--- config.mk ---
export PLATFORM = sky130hd
export DESIGN_NAME = song_recorder_flat
export DESIGN_NICKNAME = d
export VERILOG_FILES = /design/src/rtl/song_recorder_if.sv /design/src/rtl/song_recorder.sv /design/src/flat_wrapper.sv
export SDC_FILE = /design/constraint.sdc
export NUM_CORES = 1
export LEC_CHECK = 0
export ABC_AREA = 0
export ABC_CLOCK_PERIOD_IN_PS = 10700
export BUFFER_PORTS_ARGS = -buffer_cell sky130_fd_sc_hd__clkbuf_2
export CAP_MARGIN = 10
export CELL_PAD_IN_SITES_DETAIL_PLACEMENT = 0
export CELL_PAD_IN_SITES_GLOBAL_PLACEMENT = 1
export CORE_MARGIN = 5
export CORE_UTILIZATION = 43
export DETAILED_ROUTE_END_ITERATION = 12
export PLACE_DENSITY_LB_ADDON = 0.12
export REMOVE_ABC_BUFFERS = 1
export SKIP_LAST_GASP = 1
export SYNTH_ARGS = -nofsm -noshare
export SYNTH_HDL_FRONTEND = slang
export SYNTH_SLANG_ARGS = --single-unit
--- constraint.sdc ---
create_clock -name clk -period 10.7 [get_ports clk]
set_clock_uncertainty 0.2 [all_clocks]
set_input_delay 1.07 -clock clk [delete_from_list [all_inputs] [get_ports clk]]
set_output_delay 1.07 -clock clk [all_outputs]
set_load 0.05 [all_outputs]
--- src/rtl/song_recorder_if.sv ---
// Live-capture interface for song_recorder: player-side controls in, packed song buffer out.
interface song_recorder_if #(
  parameter int unsigned SONG_LEN = 56
);
  logic                  start;
  logic                  stop;
  logic [3:0]            note_in;
  logic [1:0]            octave_in;
  logic [SONG_LEN*4-1:0] song_packed;
  logic [SONG_LEN*4-1:0] time_packed;
  logic [SONG_LEN*2-1:0] octave_packed;
  logic [7:0]            note_count;
  logic                  recording;
  logic                  done;
  logic                  full;

  // Driver side (keyboard / test stimulus)
  modport master (
    output start, stop, note_in, octave_in,
    input  song_packed, time_packed, octave_packed, note_count, recording, done, full
  );

  // Recorder side
  modport slave (
    input  start, stop, note_in, octave_in,
    output song_packed, time_packed, octave_packed, note_count, recording, done, full
  );
endinterface

--- src/rtl/song_recorder.sv ---
// Captures live notes into a packed song buffer in the same layout the player consumes:
// 4-bit note, 4-bit duration in TICK units, 2-bit octave per slot, 0xF end marker.
module song_recorder #(
  parameter int unsigned SONG_LEN = 56,
  parameter int unsigned TICK     = 10000000
) (
  input logic            clk,
  input logic            reset,
  song_recorder_if.slave bus
);
  localparam int unsigned     TickW    = (TICK > 1) ? $clog2(TICK) : 1;
  localparam logic [TickW-1:0] TickMax = TickW'(TICK - 1);
  localparam logic [7:0]      LastSlot = 8'(SONG_LEN - 1);

  typedef enum logic [1:0] {StIdle, StWait, StRec, StDone} state_e;

  state_e                state_q, state_d;
  logic [SONG_LEN*4-1:0] song_q, song_d;
  logic [SONG_LEN*4-1:0] time_q, time_d;
  logic [SONG_LEN*2-1:0] oct_q, oct_d;
  logic [7:0]            count_q, count_d;
  logic                  full_q, full_d;
  logic                  recording_q, recording_d;
  logic                  done_q, done_d;
  logic [3:0]            cur_note_q, cur_note_d;
  logic [1:0]            cur_oct_q, cur_oct_d;
  logic [3:0]            units_q, units_d;
  logic [TickW-1:0]      tick_q, tick_d;

  logic [3:0] note_eff;
  logic [1:0] oct_eff;
  logic       change;
  int         idx;

  // Codes 8..15 are rests; rests always carry octave 0 so octave wiggle never splits them
  assign note_eff = bus.note_in[3] ? 4'd0 : bus.note_in;
  assign oct_eff  = (note_eff == 4'd0) ? 2'd0 : bus.octave_in;
  assign change   = (note_eff != cur_note_q) ||
                    ((note_eff != 4'd0) && (bus.octave_in != cur_oct_q));

  // Next-state, buffer writes and duration counting
  always_comb begin
    state_d    = state_q;
    song_d     = song_q;
    time_d     = time_q;
    oct_d      = oct_q;
    count_d    = count_q;
    full_d     = full_q;
    cur_note_d = cur_note_q;
    cur_oct_d  = cur_oct_q;
    units_d    = units_q;
    tick_d     = tick_q;
    idx        = int'(count_q);

    case (state_q)
      StIdle, StDone: begin
        if (bus.start) begin
          song_d  = '0;
          time_d  = '0;
          oct_d   = '0;
          count_d = '0;
          full_d  = 1'b0;
          state_d = StWait;
        end
      end
      StWait: begin
        if (bus.stop) begin
          song_d[3:0] = 4'hF;
          state_d     = StDone;
        end else if (note_eff != 4'd0) begin
          cur_note_d = note_eff;
          cur_oct_d  = oct_eff;
          units_d    = 4'd1;
          tick_d     = '0;
          state_d    = StRec;
        end
      end
      StRec: begin
        if (tick_q == TickMax) begin
          tick_d = '0;
          if (units_q != 4'd15) units_d = units_q + 4'd1;
        end else begin
          tick_d = tick_q + 1'b1;
        end
        // stop wins over a simultaneous change: commit once, ignore the inputs
        if (bus.stop || change) begin
          song_d[idx*4 +: 4] = cur_note_q;
          time_d[idx*4 +: 4] = units_q;
          oct_d[idx*2 +: 2]  = cur_oct_q;
          count_d            = count_q + 8'd1;
          if (count_d == LastSlot) begin
            song_d[(SONG_LEN-1)*4 +: 4] = 4'hF;
            full_d                      = 1'b1;
            state_d                     = StDone;
          end else if (bus.stop) begin
            song_d[(idx+1)*4 +: 4] = 4'hF;
            state_d                = StDone;
          end else begin
            cur_note_d = note_eff;
            cur_oct_d  = oct_eff;
            units_d    = 4'd1;
            tick_d     = '0;
          end
        end
      end
      default: state_d = StIdle;
    endcase

    recording_d = (state_d == StWait) || (state_d == StRec);
    done_d      = (state_d == StDone);
  end

  // State and output registers with synchronous reset
  always_ff @(posedge clk) begin
    if (reset) begin
      state_q     <= StIdle;
      song_q      <= '0;
      time_q      <= '0;
      oct_q       <= '0;
      count_q     <= '0;
      full_q      <= 1'b0;
      recording_q <= 1'b0;
      done_q      <= 1'b0;
      cur_note_q  <= '0;
      cur_oct_q   <= '0;
      units_q     <= '0;
      tick_q      <= '0;
    end else begin
      state_q     <= state_d;
      song_q      <= song_d;
      time_q      <= time_d;
      oct_q       <= oct_d;
      count_q     <= count_d;
      full_q      <= full_d;
      recording_q <= recording_d;
      done_q      <= done_d;
      cur_note_q  <= cur_note_d;
      cur_oct_q   <= cur_oct_d;
      units_q     <= units_d;
      tick_q      <= tick_d;
    end
  end

  assign bus.song_packed   = song_q;
  assign bus.time_packed   = time_q;
  assign bus.octave_packed = oct_q;
  assign bus.note_count    = count_q;
  assign bus.recording     = recording_q;
  assign bus.done          = done_q;
  assign bus.full          = full_q;
endmodule

--- src/flat_wrapper.sv ---
// flat-port wrapper written by rule: the top's interface ports become plain ports
module song_recorder_flat 
#(
  parameter int unsigned SONG_LEN = 56,
  parameter int unsigned TICK     = 10000000
)
  (clk, reset, bus_start, bus_stop, bus_note_in, bus_octave_in, bus_song_packed, bus_time_packed, bus_octave_packed, bus_note_count, bus_recording, bus_done, bus_full);
  song_recorder_if #(.SONG_LEN(SONG_LEN)) bus_i ();
  input logic clk;
  input logic reset;
  input wire logic [$bits(bus_i.start)-1:0] bus_start;
  input wire logic [$bits(bus_i.stop)-1:0] bus_stop;
  input wire logic [$bits(bus_i.note_in)-1:0] bus_note_in;
  input wire logic [$bits(bus_i.octave_in)-1:0] bus_octave_in;
  output wire logic [$bits(bus_i.song_packed)-1:0] bus_song_packed;
  output wire logic [$bits(bus_i.time_packed)-1:0] bus_time_packed;
  output wire logic [$bits(bus_i.octave_packed)-1:0] bus_octave_packed;
  output wire logic [$bits(bus_i.note_count)-1:0] bus_note_count;
  output wire logic [$bits(bus_i.recording)-1:0] bus_recording;
  output wire logic [$bits(bus_i.done)-1:0] bus_done;
  output wire logic [$bits(bus_i.full)-1:0] bus_full;
  assign bus_i.start = bus_start;
  assign bus_i.stop = bus_stop;
  assign bus_i.note_in = bus_note_in;
  assign bus_i.octave_in = bus_octave_in;
  assign bus_song_packed = bus_i.song_packed;
  assign bus_time_packed = bus_i.time_packed;
  assign bus_octave_packed = bus_i.octave_packed;
  assign bus_note_count = bus_i.note_count;
  assign bus_recording = bus_i.recording;
  assign bus_done = bus_i.done;
  assign bus_full = bus_i.full;
  song_recorder #(.SONG_LEN(SONG_LEN), .TICK(TICK)) u_core (.clk(clk), .reset(reset), .bus(bus_i));
endmodule
; ---- After elaboration in Yosys (flattened, before gate mapping)
; Index checks and enable logic that the tools add are counted.
[totals]
register_bits = 607
input_bits = 10
out_inout_bits = 571
wordCells = 121
[op_classes]
addsub = 7
eq_ne = 19
shifts = 7
mux = 60
n_reduce_logical = 15
[op_table]
columns = op, count
row1 = 224-bit 2-to-1 mux, 4
row2 = 224-bit bitwise mux, 3
row3 = 224-bit case mux with 2 select lines, 1
row4 = 4-bit by 33-bit variable shift with 224-bit output (first input constant), 2
row5 = 4-bit by 33-bit variable part select with 224-bit output, 2
row6 = 220-bit case mux with 2 select lines, 1
row7 = 112-bit 2-to-1 mux, 2
row8 = 112-bit case mux with 2 select lines, 1
row9 = 4-bit by 33-bit variable part select with 224-bit output (first input constant), 1
row10 = 220-bit 2-to-1 mux, 1
row11 = 24-bit 2-to-1 mux, 6
row12 = 112-bit bitwise mux, 1
row13 = 2-bit by 33-bit variable shift with 112-bit output (first input constant), 1
row14 = 2-bit by 33-bit variable part select with 112-bit output, 1
row15 = 4-bit 2-to-1 mux, 14
row16 = 24-bit case mux with 2 select lines, 1
row17 = 10-bit negator with 33-bit output, 1
row18 = 32-bit negator with 33-bit output, 1
row19 = 9-bit negator with 33-bit output, 1
row20 = 24-bit by 1-bit adder with 24-bit output (second input constant), 1
row21 = 24-bit == test (second input constant), 1
row22 = 2-bit 2-to-1 mux, 12
row23 = 8-bit 2-to-1 mux, 2
row24 = 4-bit case mux with 2 select lines, 2
row25 = other kinds (28), 45

; ---- Longest topological paths before layout
; Gate-level depths: netlist of the first run.
[depth]
word_depth = 9
ltp_mapped = 17
depth_no_buf = 11

; ---- Least setup slack after synthesis of the first run
; Ideal clock, no wire load.
[synth_timing]
kind = reg2reg
startpoint = register u_core.count_q[6] (netlist: u_core.bus.note_count[6])
endpoint = register u_core.oct_q[84] (netlist: u_core.bus.octave_packed[84])
setup_time_ps = 128
arrival_time_ps = 4190
required_time_ps = 10372
setup_slack_ps = 6182
path_stages_with_launch = 17
path_buffers = 7
period_less_slack_ps = 4518
path_cell_list = dfxtp_1 > buf_2 > buf_2 > buf_1 > clkbuf_1 > buf_1 > or2_2 > ha_1 > clkbuf_1 > nor2b_1 > o31a_1 > buf_4 > nand2_2 > nor4_1 > a21oi_1 > a22oi_1 > nor2_1
[synth_via]
elab_chain_len = 5
elab_cells_between_ends = 6
cone_classes = add/sub (1) / shift (2) / mux (3)
[synth_lines]
columns = item, line_no
row1 = start: declaration, song_recorder.sv:21  ; logic [7:0] count_q, count_d;
row2 = start signal: assignment, song_recorder.sv:133  ; count_q <= count_d;
row3 = 9-bit negator with 33-bit output *, song_recorder.sv:89  ; oct_d[idx*2 +: 2] = cur_oct_q;
row4 = 2-bit by 33-bit variable part select with 112-bit output or 2-bit by 33-bit variable shift with 112-bit output (tied branches), song_recorder.sv:89
row5 = 112-bit bitwise mux *, song_recorder.sv:89
row6 = 112-bit 2-to-1 mux *, song_recorder.sv:86  ; if (bus.stop || change) begin
row7 = 112-bit case mux with 2 select lines *, song_recorder.sv:55  ; case (state_q)
row8 = end signal: assignment, song_recorder.sv:132  ; oct_q <= oct_d;
row9 = end: declaration, song_recorder.sv:20  ; logic [SONG_LEN*2-1:0] oct_q, oct_d;
; Every way passes the cells marked *; elsewhere a longest branch is shown, timed or not. The select of a mux whose other input is x is not followed.
; A chain may end at the register's enable or synchronous reset.

; ---- Worst setup path after layout of the first run
[layout_timing]
startpoint = register u_core.count_q[0] (netlist: u_core.bus.note_count[0])
endpoint = register u_core.oct_q[100] (netlist: u_core.bus.octave_packed[100])
; Same word-level chain as after synthesis.

==> metrics, run 1 <==
run status completed; headroom to the max-slew limit 0.173; standard cell with the maximum stage delay on the critical path nand4_1; number of register bits inferred by synthesis 606; peak clock frequency supported by timing 193 MHz; area of all placed cells without fillers 30000 µm²; Sequential Area 12100 µm²; FF-to-FF setup slack 5.52 ns; setup TNS 0 ns; WP data required 11.04 ns; leak pwr 12.5 nW; Hold Fails Final Rpt 0; beginning of the critical path u_core.bus.note_count[0]$_SDFFE_PP0P_; R2R Path End u_core.bus.octave_packed[100]$_SDFFE_PP0P_; most area-consuming cells after synthesis dfxtp_1 50%, a22oi_1 8.3%, nor2_1 6.0%, nand2_1 4.1%, nand3_1 3.2%; Syn Std Cell Area 24300 µm²; placed standard-cell area 27800 µm²; post-cts resize count 0; Synth top cells by count 606 x dfxtp_1, 386 x nor2_1, 270 x a22oi_1, 267 x nand2_1, 157 x nand3_1; antenna violations before repair 0; setup-violating endpoint count in the final report 0; count of buffers inserted at the top-level ports 580; RSZ-0062 raised after global routing no; kind of end point of the critical path flop; terminating pin of the worst hold path u_core.bus.song_packed[187]$_SDFFE_PP0P_; worst endpoint data arrival time 5.52 ns; ys async rst share 0; crit-path max FO 28; cts hold-fix bufs 0; RR Startpoint u_core.bus.note_count[0]$_SDFFE_PP0P_; Crit path max-delay family simple AND/OR/NAND/NOR gates; number of cells on the worst reg-to-reg path 9; total clock buffers created by CTS 66; number of design-rule violations left by the first detailed-router iteration 2440; worst vdd ir 209 µV; most instantiated library cell after synthesis dfxtp_1; global route total overflow 0; worst-skew pair later-pin latency 0.62 ns; HPWL reported at the end of detailed placement 76.6 mm; Critical Path Start Type flop; total die area 61300 µm²; filler cell count 5254; critical path's largest stage delay 0.99 ns; Min-Delay Startpoint u_core.bus.song_packed[187]$_SDFFE_PP0P_; cell-by-cell listing of the critical path inv_1 > ha_1 > nor3b_4 > xnor2_1 > nor2_1 > nand4_1 > nor2_1 > a22oi_1 > nor2_1; floorplan die height 248 µm; number of warnings issued by yosys 0; wire length after detailed routing 105 mm; final critical path time including I/O delays and setup 5.18 ns; routed length per instance 26.0 µm; routability-driven placement congestion ratio 0.939; GRT Util Overall 0.325; flip-flop cell with the highest count after synthesis dfxtp_1; number of stages on the worst hold path 2; number of optimization iterations in the first detailed-route pass 8; count of pins over their slew limit 0; pwr dens 191 nW/µm²; remaining design rule violation count 0; post-synthesis cell type count 90; slew of the pin with the lowest slew margin 1.23 ns; count of clock tree sinks 606; CTS H-Tree Depth 3; period utilization 0.484; CTS tree done; sequential area share after synthesis 0.499; class of the most critical hold timing path flop to flop; clock slew at the register clock pins of the worst setup and hold paths 0.07 ns; most common cell type on the critical path nor2_1; vias per cell 6.01; via count of the first global-routing pass 22.8k; Mean Syn Cell Area 8.92 µm²; post-synthesis cell count 2724; wire length of the first global-routing pass 151 mm; area of the multi-input gates 11300 µm²; synthesis-to-finish area growth 23.6%; boundary pin count 581; pin count of the biggest net entering global routing 107; Buf+Inv Stages, Crit Path 1; post-synth top area share 0.499; ANT nets after route 0; buffer count from post-CTS setup fixing 0; Worst Setup Slack post-DPL 5.62 ns; floorplan die width 248 µm; Final Worst Setup Slack 5.52 ns; clock tree buffer depth 3; final standard cell utilization of the core 0.534; core area 56200 µm²; Max-cap violations 0; starting utilization of the core area 0.432; ratio of cells with drive above 1 in the final layout 0.251; post-synthesis cell type with the largest combined area dfxtp_1; Ant. Diodes 0; clock tree root driver cell clkbuf_16; number of placement rows 87; number of synthesized flops with an enable pin 0; post-layout net count 3253; class of the most critical setup path flop to flop; vias after detailed routing 24.3k
==> area by class of cell <==
| cell class | instances | share of cell area |
|---|---|---|
| clock buffers | 99 | 0.0666 |
| well taps | 756 | 0.0315 |
| multi-input cells | 1907 | 0.377 |
| inverters | 26 | 0.00325 |
| repair buffers | 626 | 0.108 |
| flip-flops and latches | 606 | 0.404 |
| clock inverters | 19 | 0.00855 |
==> report_power, final <==
group / leakage, nW / internal [mW] / switching (mW) / total [mW]
sequential: 4.88 / 2.27 / 0.0326 / 2.31
clock: 1.10 / 1.40 / 0.965 / 2.36
combinational: 6.52 / 0.200 / 0.855 / 1.06
total: 12.5 / 3.87 / 1.85 / 5.72
==> logic make-up (layout without fill, tap and decap cells) <==
family | count (synthesis) | count (layout) | share of synthesized area
buffers and inverters | 211 | 770 | 0.0367
AND/OR/NAND/NOR | 1134 | 1134 | 0.225
multiplexers | 5 | 5 | 0.00206
adder cells (fa/ha/maj) | 10 | 10 | 0.00515
flip-flops | 606 | 606 | 0.499
XOR/XNOR | 37 | 37 | 0.0133
AO/OA/AOI/OAI | 721 | 721 | 0.218
==> worst max path at each step <==
| stage | to | slack [ns] | cells after the start |
|---|---|---|---|
| floorplan | u_core.bus.octave_packed[56]$_SDFFE_PP0P_ | 3.06 | 7 |
| CTS | u_core.bus.time_packed[38]$_SDFFE_PP0P_ | 5.62 | 11 |
| global route | u_core.bus.time_packed[166]$_SDFFE_PP0P_ | 5.19 | 11 |
| detailed placement | u_core.bus.time_packed[211]$_SDFFE_PP0P_ | 5.62 | 9 |
| finish | u_core.bus.octave_packed[100]$_SDFFE_PP0P_ | 5.52 | 9 |
| global placement | u_core.bus.time_packed[38]$_SDFFE_PP0P_ | 5.65 | 11 |
==> registers in the layout (all words and copies together) (netlist names) <==
register                  cells
u_core.bus.time_packed      224
u_core.bus.note_count         8
u_core.cur_note_q             3
u_core.units_q                4
u_core.bus.octave_packed    112
u_core.bus.recording          1
u_core.bus.done               1
u_core.bus.song_packed      224
u_core.cur_oct_q              2
u_core.tick_q                24
u_core.bus.full               1
u_core.state_q                2
==> metrics by stage <==
stage / hold WS, ns / power, mW / cells
6_report: 0.248 / 5.72 / 4039
5_1_grt: 0.266 / 5.90 / 4039
4_1_cts: 0.248 / 5.72 / 4038
3_5_place_dp: 0.241 / 3.38 / 3920
3_3_place_gp: 0.234 / 3.36 / 3920
2_1_floorplan: 0.266 / 2.94 / 2539
==> cell usage in the layout, fill, tap and decap left out, types with 45 or more instances in the layout <==
cell and n:
buf_4 45, a21oi_1 119, clkbuf_16 68, nor2_1 386, clkbuf_2 579, o21ai_0 55
nor3_1 73, nand3_1 156, nand2_1 265, dfxtp_1 604, a22oi_1 269
==> worst min-delay path: cells and delay by family, from the launching register on <==
family	cells	cell delay (ns)
flip-flops	1	0.31
AND/OR/NAND/NOR	2	0.09
==> routing by layer <==
metal  share of wire  vias to the layer above  track usage  routed length (µm)
met5               0                        -            0                   0
met4           0.054                        0        0.154                5630
met1            0.40                    11767        0.422               42100
met3           0.096                      261       0.0823               10000
met2            0.45                     1250        0.508               47300
li1                -                    10985            -                   -
Note: power is estimated with default switching activity, not from simulation.
==> run 2, diff against run 1 <==
- ABC_AREA: 0 -> 1
- ABC_CLOCK_PERIOD_IN_PS: 10700 -> 4760
- CORE_UTILIZATION: 43 -> 35
- clock period: 10.7 -> 4.76 ns (I/O delays scaled with it)
==> run 2 against run 1 <==
Against the previous run: flip-flop and latch count unchanged; sequential share of layout area shrank 4.7 points; final cell count increased by 43%; area after synthesis is 14% higher; fmax increased by 15%; critical path depth is 5 higher.
==> metrics, run 2 <==
period utilization 0.950 (+0.465); Crit path max-delay family simple AND/OR/NAND/NOR gates; ys async rst share 0 (unchanged); floorplan die height 292 µm (+18%); clock tree root driver cell clkbuf_16; critical path's largest stage delay 1.26 ns (+0.27 ns); via count of the first global-routing pass 27.4k (+20%); wire length of the first global-routing pass 179 mm (+18%); cell-by-cell listing of the critical path inv_2 > nand3_2 > inv_2 > nand2_1 > nand2_4 > nor2_4 > clkinv_1 > nor2_1 > inv_1 > nor2_1 > a21oi_1 > nand2_1 > nand2_1 > a21oi_1; worst endpoint data arrival time 4.84 ns (-0.68 ns); area of all placed cells without fillers 34000 µm² (+13%); count of buffers inserted at the top-level ports 580 (unchanged); wire length after detailed routing 121 mm (+15%); most common cell type on the critical path nand2_1; ratio of cells with drive above 1 in the final layout 0.179 (-0.0721); remaining design rule violation count 0 (unchanged); Buf+Inv Stages, Crit Path 4 (+3); Hold Fails Final Rpt 0 (unchanged); sequential area share after synthesis 0.437 (-0.0622); total die area 85000 µm² (+39%); final hold slack 0.0383 ns (-0.210 ns); post-cts resize count 0 (unchanged); number of synthesized flops with an enable pin 0 (unchanged); Synth top cells by count 1551 x nand2_1, 606 x dfxtp_1, 592 x a21oi_1, 381 x nor2_1, 254 x nand3_1; GRT Util Overall 0.269 (-0.0558); clock tree buffer depth 3 (unchanged); leading cell type in the layout, fill and taps excluded nand2_1; vias after detailed routing 29.3k (+21%); class of the most critical hold timing path input port to flop; pwr dens 364 nW/µm² (+91%); boundary pin count 581 (unchanged); number of optimization iterations in the first detailed-route pass 5 (-3); most instantiated library cell after synthesis nand2_1; CTS tree done; vias per cell 5.07 (-16%); headroom to the max-slew limit 0.220 (+0.0469); floorplan die width 292 µm (+18%); run status completed; post-synthesis cell count 4174 (+53%); peak clock frequency supported by timing 221 MHz (+15%); number of warnings issued by yosys 0 (unchanged); RSZ-0062 raised after global routing no; most frequent cells in the layout 1548 x nand2_1, 606 x dfxtp_1, 592 x a21oi_1; CTS H-Tree Depth 3 (unchanged); ANT nets after route 0 (unchanged); class of the most critical setup path flop to flop; core area 78700 µm² (+40%); worst vdd ir 249 µV (+19%); slew of the pin with the lowest slew margin 1.17 ns (-0.0674 ns); Mean Syn Cell Area 6.65 µm² (-25%); post-synthesis cell type with the largest combined area dfxtp_1; Max-cap violations 0 (unchanged); most area-consuming cells after synthesis dfxtp_1 44%, nand2_1 21%, a21oi_1 11%, nor2_1 5.2%, nand3_1 4.6%; starting utilization of the core area 0.352 (-0.0801); final critical path time including I/O delays and setup 4.52 ns (-0.663 ns); synthesis-to-finish area growth 22.5%; number of placement rows 103 (+18%); standard cell with the maximum stage delay on the critical path clkinv_1; number of register bits inferred by synthesis 606 (unchanged); clock slew at the register clock pins of the worst setup and hold paths 0.06 ns (about the same); placed standard-cell area 31600 µm² (+14%); routed length per instance 21.0 µm (-19%); setup-violating endpoint count in the final report 0 (unchanged); HPWL reported at the end of detailed placement 88.1 mm (+15%); crit-path max FO 35 (+25%); routability-driven placement congestion ratio 0.872 (-7.2%); Syn Std Cell Area 27700 µm² (+14%); post-synthesis cell type count 50 (-44%); kind of end point of the critical path flop; post-layout net count 4696 (+44%); pin count of the biggest net entering global routing 170 (+59%); Critical Path Start Type flop; post-synth top area share 0.437 (-0.0622); leak pwr 13.5 nW (+8.1%); count of pins over their slew limit 0 (unchanged); global route total overflow 0 (unchanged); worst-skew pair later-pin latency 0.62 ns (about the same); number of design-rule violations left by the first detailed-router iteration 2410 (-1.2%); antenna violations before repair 1 (+1); count of clock tree sinks 606 (unchanged); WP data required 5.08 ns (-5.96 ns); total clock buffers created by CTS 74 (+12%); flip-flop cell with the highest count after synthesis dfxtp_1
[run 2: changes by cell type in the layout (fill, tap and decap cells not counted), moves of 36 or more]
cell,previous run,this run
a221o_1,43,0
nand3_1,156,254
a21oi_1,119,592
a22oi_1,269,0
nor2_2,6,48
inv_1,24,189
nand2_1,265,1548
nand4_1,28,64
[run 2: worst paths after layout]
kind                                                to  slack (ns)  cells past startpoint                                       from
max reg2reg    u_core.bus.song_packed[29]$_SDFFE_PP0P_        0.24                     14      u_core.bus.note_count[0]$_SDFFE_PP0P_
min                       u_core.state_q[1]$_SDFF_PP0_        0.04                      4                                  bus_start
max            u_core.bus.song_packed[29]$_SDFFE_PP0P_        0.24                     14      u_core.bus.note_count[0]$_SDFFE_PP0P_
min reg2reg  u_core.bus.octave_packed[43]$_SDFFE_PP0P_        0.26                      2  u_core.bus.octave_packed[43]$_SDFFE_PP0P_
[run 2: kinds of logic (layout without fill, tap and decap cells)]
kind of cell             Yosys count  count (layout)  synth area share
AND/OR/NAND/NOR                 2438            2438             0.365
AO/OA/AOI/OAI                    696             696             0.131
flip-flops                       606             606             0.437
buffers and inverters            413             966            0.0584
XOR/XNOR                          11              11           0.00374
adder cells (fa/ha/maj)           10              10           0.00451
other                              0               1                 0
[run 2: final cells by class]
type / instances / area, µm²
sequential: 606 / 12100
tap: 1050 / 1310
clock buffer: 114 / 2220
antenna: 1 / 2.50
fill: 8580 / 44800
multi-input combinational: 3155 / 14000
clock inverter: 13 / 121
inverter: 214 / 806
timing repair buffer: 625 / 3330
[run 2: routing by layer]
metal	track usage	vias up	wire, µm
li1	-	14613	-
met1	0.354	13660	52900
met2	0.452	864	57600
met3	0.0553	153	7670
met4	0.0705	0	3150
met5	0	-	0
[run 2: repair_timing]
| item | 4_1_cts | 5_1_grt |
|---|---|---|
| setup buffers | 0 | 0 |
| hold endpoints to repair | 2 | 0 |
| hold buffers | 2 | 0 |
[run 2: through the flow]
stage	setup TNS [ns]	std cells	setup slack, ns	power [mW]	util
floorplan	-1894.43	3975	-4.82	6.26	-
CTS	0	5777	0.318	12.5	0.431
finish	0	5778	0.240	12.4	0.431
detailed placement	0	5648	0.333	6.95	0.401
global placement	0	5648	0.453	6.96	0.401
global route	0	5778	0.112	12.8	0.431
[run 2: power breakdown]
part	switching [mW]	internal (mW)	leakage, nW
clock	2.32	3.21	1.14
sequential	0.0547	5.15	4.88
combinational	1.36	0.282	7.49
[run 2: worst register-to-register path, delay by kind of cell, from the launching register on]
kind	cells	cell delay [ns]
buffers and inverters	4	1.55
AOI/OAI and AO/OA	2	0.20
DFF	1	0.51
and+or+nand+nor	8	1.97
==> run 3, diff against run 2 <==
- ABC_AREA: 1 -> 0
- CORE_UTILIZATION: 35 -> 36
==> run 3 against run 2 <==
Against the previous run: sequential share of layout area increased by 3.9 points; wire length decreased by 7.4%; flip-flop and latch count unchanged; total power increased by 4.6%; combinational power increased by 57%; via count decreased by 17%; sequential power decreased by 1%; hold slack got worse by 0.014 ns; critical endpoint is now u_core.bus.song_packed[104]$_SDFFE_PP0P_.
==> metrics, run 3 (same netlist as run 1, synthesis figures left out) <==
run status completed; worst-skew pair later-pin latency 0.60 ns (-0.02 ns); ratio of cells with drive above 1 in the final layout 0.262 (+0.0830); clock tree buffer depth 3 (unchanged); met2 GRT Util 0.468 (+0.0162); peak clock frequency supported by timing 230 MHz (+3.9%); number of placement rows 95 (-7.8%); starting utilization of the core area 0.362 (+0.0100); sequential cell fraction of total power 0.397 (-0.023); GRT Util Overall 0.290 (+0.0217); Sequential Area 12100 µm² (about the same); Critical Path Start Type flop; count of clock tree sinks 606 (unchanged); floorplan die width 270 µm (-7.5%); buffer count from post-CTS setup fixing 0 (unchanged); Worst Setup Slack post-DPL 0.523 ns (+0.190 ns); leak pwr 12.8 nW (-5.3%); P_sw 4.22 mW (+13%); class of the most critical hold timing path input port to flop; final critical path time including I/O delays and setup 4.35 ns (-0.171 ns); post-layout net count 3318 (-29%); WP data required 5.11 ns (+0.03 ns); met1 global-route usage 0.362 (+0.00759); Ant. Diodes 0 (-1); floorplan die height 270 µm (-7.5%); routability-driven placement congestion ratio 0.935 (+7.3%); Final Worst Setup Slack 0.411 ns (+0.171 ns); count of pins over their slew limit 0 (unchanged); vias per cell 5.76 (+14%); routed length per instance 26.7 µm (+27%); internal power contribution 8.73 mW (+0.99%); Max-cap violations 0 (unchanged); leading cell type in the layout, fill and taps excluded dfxtp_1; Sw Ratio 0.326 (+0.0240); total die area 72800 µm² (-14%); Hold Fails Final Rpt 0 (unchanged); synthesis-to-finish area growth 26.1%; class of the most critical setup path flop to flop; kind of end point of the critical path flop; count of buffers inserted at the top-level ports 580 (unchanged); pwr dens 423 nW/µm² (+16%); via count of the first global-routing pass 23.4k (-15%); final standard cell utilization of the core 0.457 (+0.0254); global-route met3 utilization 0.0865 (+0.0312); RSZ-0062 raised after global routing no; Comb power frac 0.200 (+0.067); global route total overflow 0 (unchanged); wire length after detailed routing 112 mm (-7.4%); worst vdd ir 206 µV (-17%); vias after detailed routing 24.3k (-17%); antenna violations before repair 0 (-1); total clock buffers created by CTS 68 (-8.1%); HPWL reported at the end of detailed placement 82.8 mm (-6.0%); worst endpoint data arrival time 4.70 ns (-0.14 ns); ANT nets after route 0 (unchanged); slew of the pin with the lowest slew margin 1.23 ns (+0.0596 ns); CTS H-Tree Depth 3 (unchanged); pin count of the biggest net entering global routing 172 (+1.2%); clock tree root driver cell clkbuf_16; Total Power Consumption 12.9 mW (+4.6%); Clock power frac 0.403 (-0.044); most frequent cells in the layout 604 x dfxtp_1, 579 x clkbuf_2, 385 x nor2_1; core area 67000 µm² (-15%); setup-violating endpoint count in the final report 0 (unchanged); period utilization 0.914 (-0.0359); number of design-rule violations left by the first detailed-router iteration 2196 (-8.9%); Most Crowded Layer GR met2; remaining design rule violation count 0 (unchanged); setup TNS 0 ns (unchanged); filler cell count 6633 (-23%); headroom to the max-slew limit 0.179 (-0.0417); CTS tree done; crit-path max FO 26 (-26%); wire length of the first global-routing pass 162 mm (-9.4%); boundary pin count 581 (unchanged); clock slew at the register clock pins of the worst setup and hold paths 0.06 ns (about the same); number of optimization iterations in the first detailed-route pass 7 (+2); area of the multi-input gates 11300 µm² (-19%)
==> run 3: through the flow <==
step | instances | hold slack, ns | instance area [µm²]
after floorplan | 2539 | 0.266 | 23500
after global placement | 4097 | 0.227 | 28400
after detailed placement | 4097 | 0.239 | 28400
after CTS | 4214 | 0.00441 | 30600
after global routing | 4214 | 0.0380 | 30600
final | 4214 | 0.0241 | 30600
==> run 3: worst paths after layout <==
kind,cells past startpoint,to,slack (ns),start
max,12,u_core.bus.song_packed[104]$_SDFFE_PP0P_,0.41,u_core.bus.note_count[0]$_SDFFE_PP0P_
min,2,u_core.bus.time_packed[51]$_SDFFE_PP0P_,0.02,reset
max reg2reg,12,u_core.bus.song_packed[104]$_SDFFE_PP0P_,0.41,u_core.bus.note_count[0]$_SDFFE_PP0P_
min reg2reg,2,u_core.bus.song_packed[11]$_SDFFE_PP0P_,0.24,u_core.bus.song_packed[11]$_SDFFE_PP0P_
==> run 3: critical path: stages, from the launching register on <==
cell and delay [ns]:
dfxtp_1 0.34, buf_4 0.27, ha_1 0.56, nand2_1 0.14, nor4_1 0.47, or2_2 0.20, ha_1 0.16, or3b_2 0.50
nor2b_1 0.16, nand2b_1 0.35, buf_4 0.31, nor4_2 0.43, a221o_1 0.19
==> run 3: cell type report <==
cell class / count / area share
well taps: 873 / 0.0357
multi-input cells: 1907 / 0.370
clock inverters: 12 / 0.00564
inverters: 26 / 0.00319
flip-flops and latches: 606 / 0.396
clock buffers: 101 / 0.0652
repair buffers: 689 / 0.124
==> run 3: metal layers <==
metal  share of wire  vias up  wire length (µm)
li1                -    11104                 -
met1            0.40    11904             45500
met2            0.46     1043             51700
met3           0.089      223             10000
met4           0.046        0              5130
met5               0        -                 0
==> run 3: what timing repair did <==
item,CTS,global route
hold buffers,4,0
endpoints found under the hold margin,4,0
resized for setup,0,0
==> run 3: power by group through the flow <==
stage / combinational, mW / clock [mW] / sequential, mW
floorplan: 1.28 / 0 / 5.33
global placement: 2.51 / 0 / 5.25
detailed placement: 2.53 / 0 / 5.25
CTS: 2.55 / 5.29 / 5.14
global route: 2.73 / 5.50 / 5.14
finish: 2.59 / 5.22 / 5.14
